[src/rtl/spi_shift_mstr.sv]
// 16-bit SPI master, CPOL=1/CPHA=1, MSB-first full-duplex shifter.
// SCLK is the MSB of a free-running divider that only counts while active.
module spi_shift_mstr #(
  parameter int DIV_W = 5
) (
  input  logic        clk,
  input  logic        rst,
  input  logic        wrt,
  input  logic [15:0] cmd,
  input  logic        MISO,
  output logic        SS_n,
  output logic        SCLK,
  output logic        MOSI,
  output logic        done,
  output logic [15:0] rd_data
);

  typedef enum logic {
    IDLE   = 1'b0,
    ACTIVE = 1'b1
  } state_t;

  localparam logic [DIV_W-1:0] DIV_ONES = '1;
  localparam logic [DIV_W-1:0] DIV_HALF =
    {1'b1, {(DIV_W-1){1'b0}}};
  localparam logic [DIV_W-1:0] DIV_PRE =
    {1'b0, {(DIV_W-1){1'b1}}};

  state_t           state;
  logic [DIV_W-1:0] div;
  logic [3:0]       bit_cnt;
  logic [15:0]      shft;
  logic             miso_smpl;
  logic             porch;
  logic             ss_n_q;
  logic             done_q;

  // porch marks the first SCLK fall, which only opens the frame
  always_ff @(posedge clk) begin
    if (rst) begin
      state     <= IDLE;
      div       <= DIV_ONES;
      bit_cnt   <= 4'd0;
      shft      <= 16'h0000;
      miso_smpl <= 1'b0;
      porch     <= 1'b0;
      ss_n_q    <= 1'b1;
      done_q    <= 1'b0;
    end else begin
      done_q <= 1'b0;
      unique case (state)
        IDLE: begin
          if (wrt) begin
            shft    <= cmd;
            div     <= DIV_HALF;
            bit_cnt <= 4'd0;
            porch   <= 1'b1;
            ss_n_q  <= 1'b0;
            state   <= ACTIVE;
          end
        end
        ACTIVE: begin
          if (bit_cnt == 4'd15 && div == DIV_ONES) begin
            shft   <= {shft[14:0], miso_smpl};
            ss_n_q <= 1'b1;
            done_q <= 1'b1;
            state  <= IDLE;
          end else begin
            div <= div + DIV_W'(1);
            if (div == DIV_PRE)
              miso_smpl <= MISO;
            if (div == DIV_ONES) begin
              if (porch) begin
                porch <= 1'b0;
              end else begin
                shft    <= {shft[14:0], miso_smpl};
                bit_cnt <= bit_cnt + 4'd1;
              end
            end
          end
        end
        default: state <= IDLE;
      endcase
    end
  end

  assign SCLK    = div[DIV_W-1];
  assign SS_n    = ss_n_q;
  assign MOSI    = shft[15];
  assign done    = done_q;
  assign rd_data = shft;

endmodule

[config.mk]
export PLATFORM = sky130hd
export DESIGN_NAME = spi_shift_mstr
export DESIGN_NICKNAME = d
export VERILOG_FILES = /design/src/rtl/spi_shift_mstr.sv
export SDC_FILE = /design/constraint.sdc
export NUM_CORES = 1
export LEC_CHECK = 0
export ABC_AREA = 1
export BUFFER_PORTS_ARGS = -buffer_cell sky130_fd_sc_hd__buf_2
export CAP_MARGIN = 15
export CORE_ASPECT_RATIO = 1.2
export CORE_MARGIN = 2
export CORE_UTILIZATION = 40
export DETAILED_ROUTE_END_ITERATION = 10
export REMOVE_ABC_BUFFERS = 1
export SETUP_SLACK_MARGIN = 0.4
export SYNTH_ARGS = -nofsm -noshare
export SYNTH_HDL_FRONTEND = slang
export SYNTH_SLANG_ARGS = --single-unit
[constraint.sdc]
create_clock -name clk -period 2.52 [get_ports clk]
set_clock_uncertainty 0.1 [all_clocks]
set_input_delay 0 -clock clk [delete_from_list [all_inputs] [get_ports clk]]
set_output_delay 0 -clock clk [all_outputs]
set_load 0.005 [all_outputs]
* Yosys cells after proc, flatten, opt, wreduce, memory -nomap -nowiden
Index checks and enable logic that the tools add are counted. Widths: inputs -> output; s select.
Storage, ports and cells: flip-flop bits (word level) 30, bits of input ports 20, output and inout bits 20, logic and storage cells 54
Cells by class: add/sub/neg operators 2, eq/ne operators 10, multiplexer cells 24, bitwise gates (word level) 2, reductions and logical operators 8
Operators with widths (number):
- $mux 16 | 4
- $pmux 16 s2 | 1
- $mux 4 | 4
- $mux 5 | 2
- $pmux 5 s2 | 1
- $reduce_and 3->1 | 3
- $mux 1 | 8
- $pmux 4 s2 | 1
- $ne 2x2->1 const B | 3
- $pmux 1 s2 | 3
- $add 5x1->5 const B | 1
- $eq 5x4->1 const B | 1
- $eq 5x5->1 const B | 1
- $add 4x1->4 const B | 1
- $eq 4x4->1 const B | 1
- $ne 2x1->1 const B | 2
- $reduce_and 2->1 | 2
- $reduce_and 4->1 | 1
- $ne 3x1->1 const B | 1
- $ne 3x2->1 const B | 1
- $not 1->1 | 2
- $reduce_or 2->1 | 1
- $logic_and 1x1->1 | 1

* Longest topological paths before layout
depth after elaboration 5, depth in mapped cells 12

* Worst setup path before layout
OpenSTA, ideal clock, no wires.
path kind flip-flop to flip-flop, from reg div[0], to reg shft[4] (netlist: rd_data[4]), setup time 0.113 ns, arrival time 1.634 ns, required time 2.307 ns, path slack 0.672 ns, cell stages (with the launch flop) 13, cells stage by stage dfxtp_1 ha_1 nand2_1 nor2_1 ha_1 inv_1 o21ai_4 or2_1 buf_6 buf_6 nand3_1 nand2_1 nor2_2
On the way: longest elaborated chain between the ends 4, elaborated cells on any way between the ends 7
RTL lines:
- start: declaration | RTL line 30 | logic [DIV_W-1:0] div;
- start signal: assignment | RTL line 69 | div <= div + DIV_W'(1);
- $eq 5x5->1 * | RTL line 63, 72
- $logic_and 1x1->1 | RTL line 63 | if (bit_cnt == 4'd15 && div == DIV_ONES) begin
- $ne 3x1->1 (no source line), or another cell as far along
- $reduce_and 3->1 (no source line) / $pmux 16 s2 (equally long branches)
- end signal: assignment | RTL line 54 | shft <= cmd;
- end signal: assignment | RTL line 64 | shft <= {shft[14:0], miso_smpl};
- end signal: assignment | RTL line 76 | shft <= {shft[14:0], miso_smpl};
- end: declaration | RTL line 32 | logic [15:0] shft;
Mark *: on every way between the ends. The rest lies on a longest branch, timed or not. A chain may end at the register's enable or synchronous reset.

* Worst setup path in the final report
from reg div[0], to reg div[0]
On the way: longest elaborated chain between the ends 4, elaborated cells on any way between the ends 7
RTL lines:
- branches (longest 4 deep; another with $add 5x1->5)
Parallel ways; which one is timed is not known. The select of a mux whose other input is x is not followed.

==> results by group <==
Outcome
  – Outcome: finished, final reports clean

Timing
  – Period utilization: between 70% and 80%
  – Slew @ Worst Pin: 0.651 ns
  – RSZ-0062 raised after global routing: true
  – Slew Limit Fails: 0
  – Final hold violation count: 0
  – Clock period minus worst slack: between 1.5 and 2 ns
  – Fin Setup TNS: 0 ns
  – # setup viols final: 0
  – Worst slew margin: 56.5%
  – WHS: 0.353 ns
  – Fmax: 0.514 GHz

Floorplanning
  – Die X-Extent: approximately 63 µm
  – Die Y-Extent: 74.4 µm
  – Core area: 3940 µm²
  – Die area: around 4700 µm²
  – Core Rows: 25
  – Initial Util: 41.9%
  – IO Pins: 40

Layout
  – Final net count: 278
  – Area of the multi-input gates: between 900 and 1000 µm²
  – ANT cells: 0
  – Layout cells sized above 1: 33.5%
  – Fillers: around 410
  – Final non-filler cell area: around 2100 µm²
  – Reg area: 601 µm²
  – Area growth syn-to-layout: 29.9%

Synth
  – Post-synth cell types: 28
  – Post-synth EDFFs: 0
  – Area contributors post-synth: dfxtp_1 (36%), mux2i_1 (9.7%), nand2_1 (8.0%)
  – Syn Inst Count: 199
  – Ys flop type: dfxtp_1
  – Syn_area_per_cell: a little over 8 µm²
  – Top cells by count, synth: nand2_1 (35), dfxtp_1 (30), nor2_1 (21)
  – Top-area cell type share of the netlist area: 36.4%
  – YS warnings: 0
  – Most frequent cell after synthesis: nand2_1
  – Share of flip-flops with an asynchronous set or reset: 0%
  – Post-Syn Area: 1650 µm²
  – Seq/Total Area, Yosys: 36.4%
  – Register bit total from synthesis: 30
  – Largest area contributor in the netlist: dfxtp_1

Route
  – DRC violations left: 0
  – Iteration-0 DRC Markers: 65
  – Vias: ~1.5k
  – Final ANT Viol Nets: 0
  – Pre-Repair DR Iteration Count: 4
  – Wire length per cell: ~12 µm
  – Overall routed net length: 3.55 mm
  – DR vias/cell: 4.83

Global routing
  – Vias in the first global route: 1356
  – Total overflow reported by the global router: 0
  – Initial antenna violation count: 0
  – Largest net degree at the start of global routing: 33
  – First-pass GRT wire length: around 6.0 mm
  – GRT Total Usage: 16.3%

Power and ir drop
  – Power Dens Cells: 590 nW/µm²
  – LEAKAGE: 0.000998 µW
  – VDD IR max: 0.000391 V

Place
  – Gp weighted congestion: 0.724
  – # port buffers: 39
  – Placed inst area: 1840 µm²
  – HPWL Detailed: 2.20 mm

Clock network
  – H-Tree Depth: 2
  – CTS tree: yes
  – Clk sinks: 30
  – Clock Pin Slew Worst Setup and Hold Paths: approximately 0.06 ns
  – CTS root buffer: clkbuf_8
  – Clk_lat worst skew: 0.28 ns
  – TritonCTS buffer count: 5
  – Clk buf depth: 2

Setup path
  – Crit end category: register
  – Setup CP Type: reg2reg
  – Critical Path RT: 2.61 ns
  – CP arrival: 2.04 ns
  – Crit start category: register
  – Critical Path Fanout Max: 5

Hold path
  – Hold crit path type: reg2reg

Flow run
  – Maxcap violations: 0
==> layout make-up <==
type                            instances  share of cell area, %
Sequential cell                        30                   28.0
Clock buffer                            5                   3.21
Tap cell                               54                   3.15
Multi-Input combinational cell        146                   42.6
Clock inverter                          2                  0.467
Inverter                                8                   1.40
Timing Repair Buffer                   63                   21.1
==> path summary, 6_finish.rpt <==
check	slack, ns	end	cells past startpoint	from
max	0.57	div[0]	10	div[0]
max reg2reg	0.57	div[0]	10	div[0]
min reg2reg	0.35	SS_n	2	SS_n
min	0.35	SS_n	2	SS_n
==> where the power goes <==
part	internal [µW]	switching (µW)
logic	164	169
registers	523	45.8
clock network	185	178
total	872	393
==> layer usage <==
metal	routed length (µm)	track usage, %
met1	1660	19.7
met2	1700	28.0
met3	166	4.08
met4	18	6.67
met5	0	0
==> timing repair <==
| item | CTS | global route |
|---|---|---|
| endpoints found under the setup margin | 0 | 17 |
| hold buffers | 19 | 0 |
| buffers inserted | 0 | 1 |
| gates resized for setup | 0 | 1 |
| hold endpoints to repair | 26 | 0 |
==> flip-flops by register name, indices dropped and copies added, names as in the netlist <==
name	flops
state	1
div	5
rd_data	16
miso_smpl	1
bit_cnt	4
porch	1
done	1
SS_n	1
==> kinds of logic after synthesis <==
kind of cell	synth area share [%]
and+or+nand+nor	29.6
AOI/OAI and AO/OA	12.4
DFF	36.4
muxes	9.70
adders and majority gates	3.03
buffers and inverters	8.34
xor gates and xnor gates	0.531
==> cell usage in the layout, fill, tap and decap left out, types with 2 or more instances in the layout <==
master / instances
nand3_1: 13
nand3_2: 13
nand2_1: 35
dlygate4sd3_1: 19
inv_1: 7
nor2_2: 4
mux2i_1: 16
nor2_1: 21
clkbuf_8: 5
buf_2: 39
a21oi_2: 10
a21oi_1: 14
buf_4: 3
nand2_2: 2
dfxtp_1: 30
nand4_1: 2
ha_1: 4
clkinv_2: 2
o21ai_1: 2
==> through the flow <==
| step | utilization (%) | setup WS [ns] | instances | total power, µW |
|---|---|---|---|---|
| 2_1_floorplan | - | 0.0233 | 184 | 777 |
| 3_3_place_gp | 46.7 | 0.526 | 280 | 872 |
| 3_5_place_dp | 46.7 | 0.480 | 280 | 876 |
| 4_1_cts | 53.5 | 0.452 | 306 | 1270 |
| 5_1_grt | 54.4 | 0.396 | 308 | 1350 |
| 6_report | 54.4 | 0.574 | 308 | 1260 |
==> critical path, stage by stage (launching register included) <==
cell      delay (ns)
dfxtp_1         0.38
ha_1            0.17
nand2_1         0.07
nor2_1          0.14
ha_1            0.19
nand2_1         0.10
nor2_1          0.14
nor2_1          0.10
nor2_1          0.28
nand2_1         0.10
o211ai_1        0.10
No activity file was read; power rests on OpenSTA's default activity.
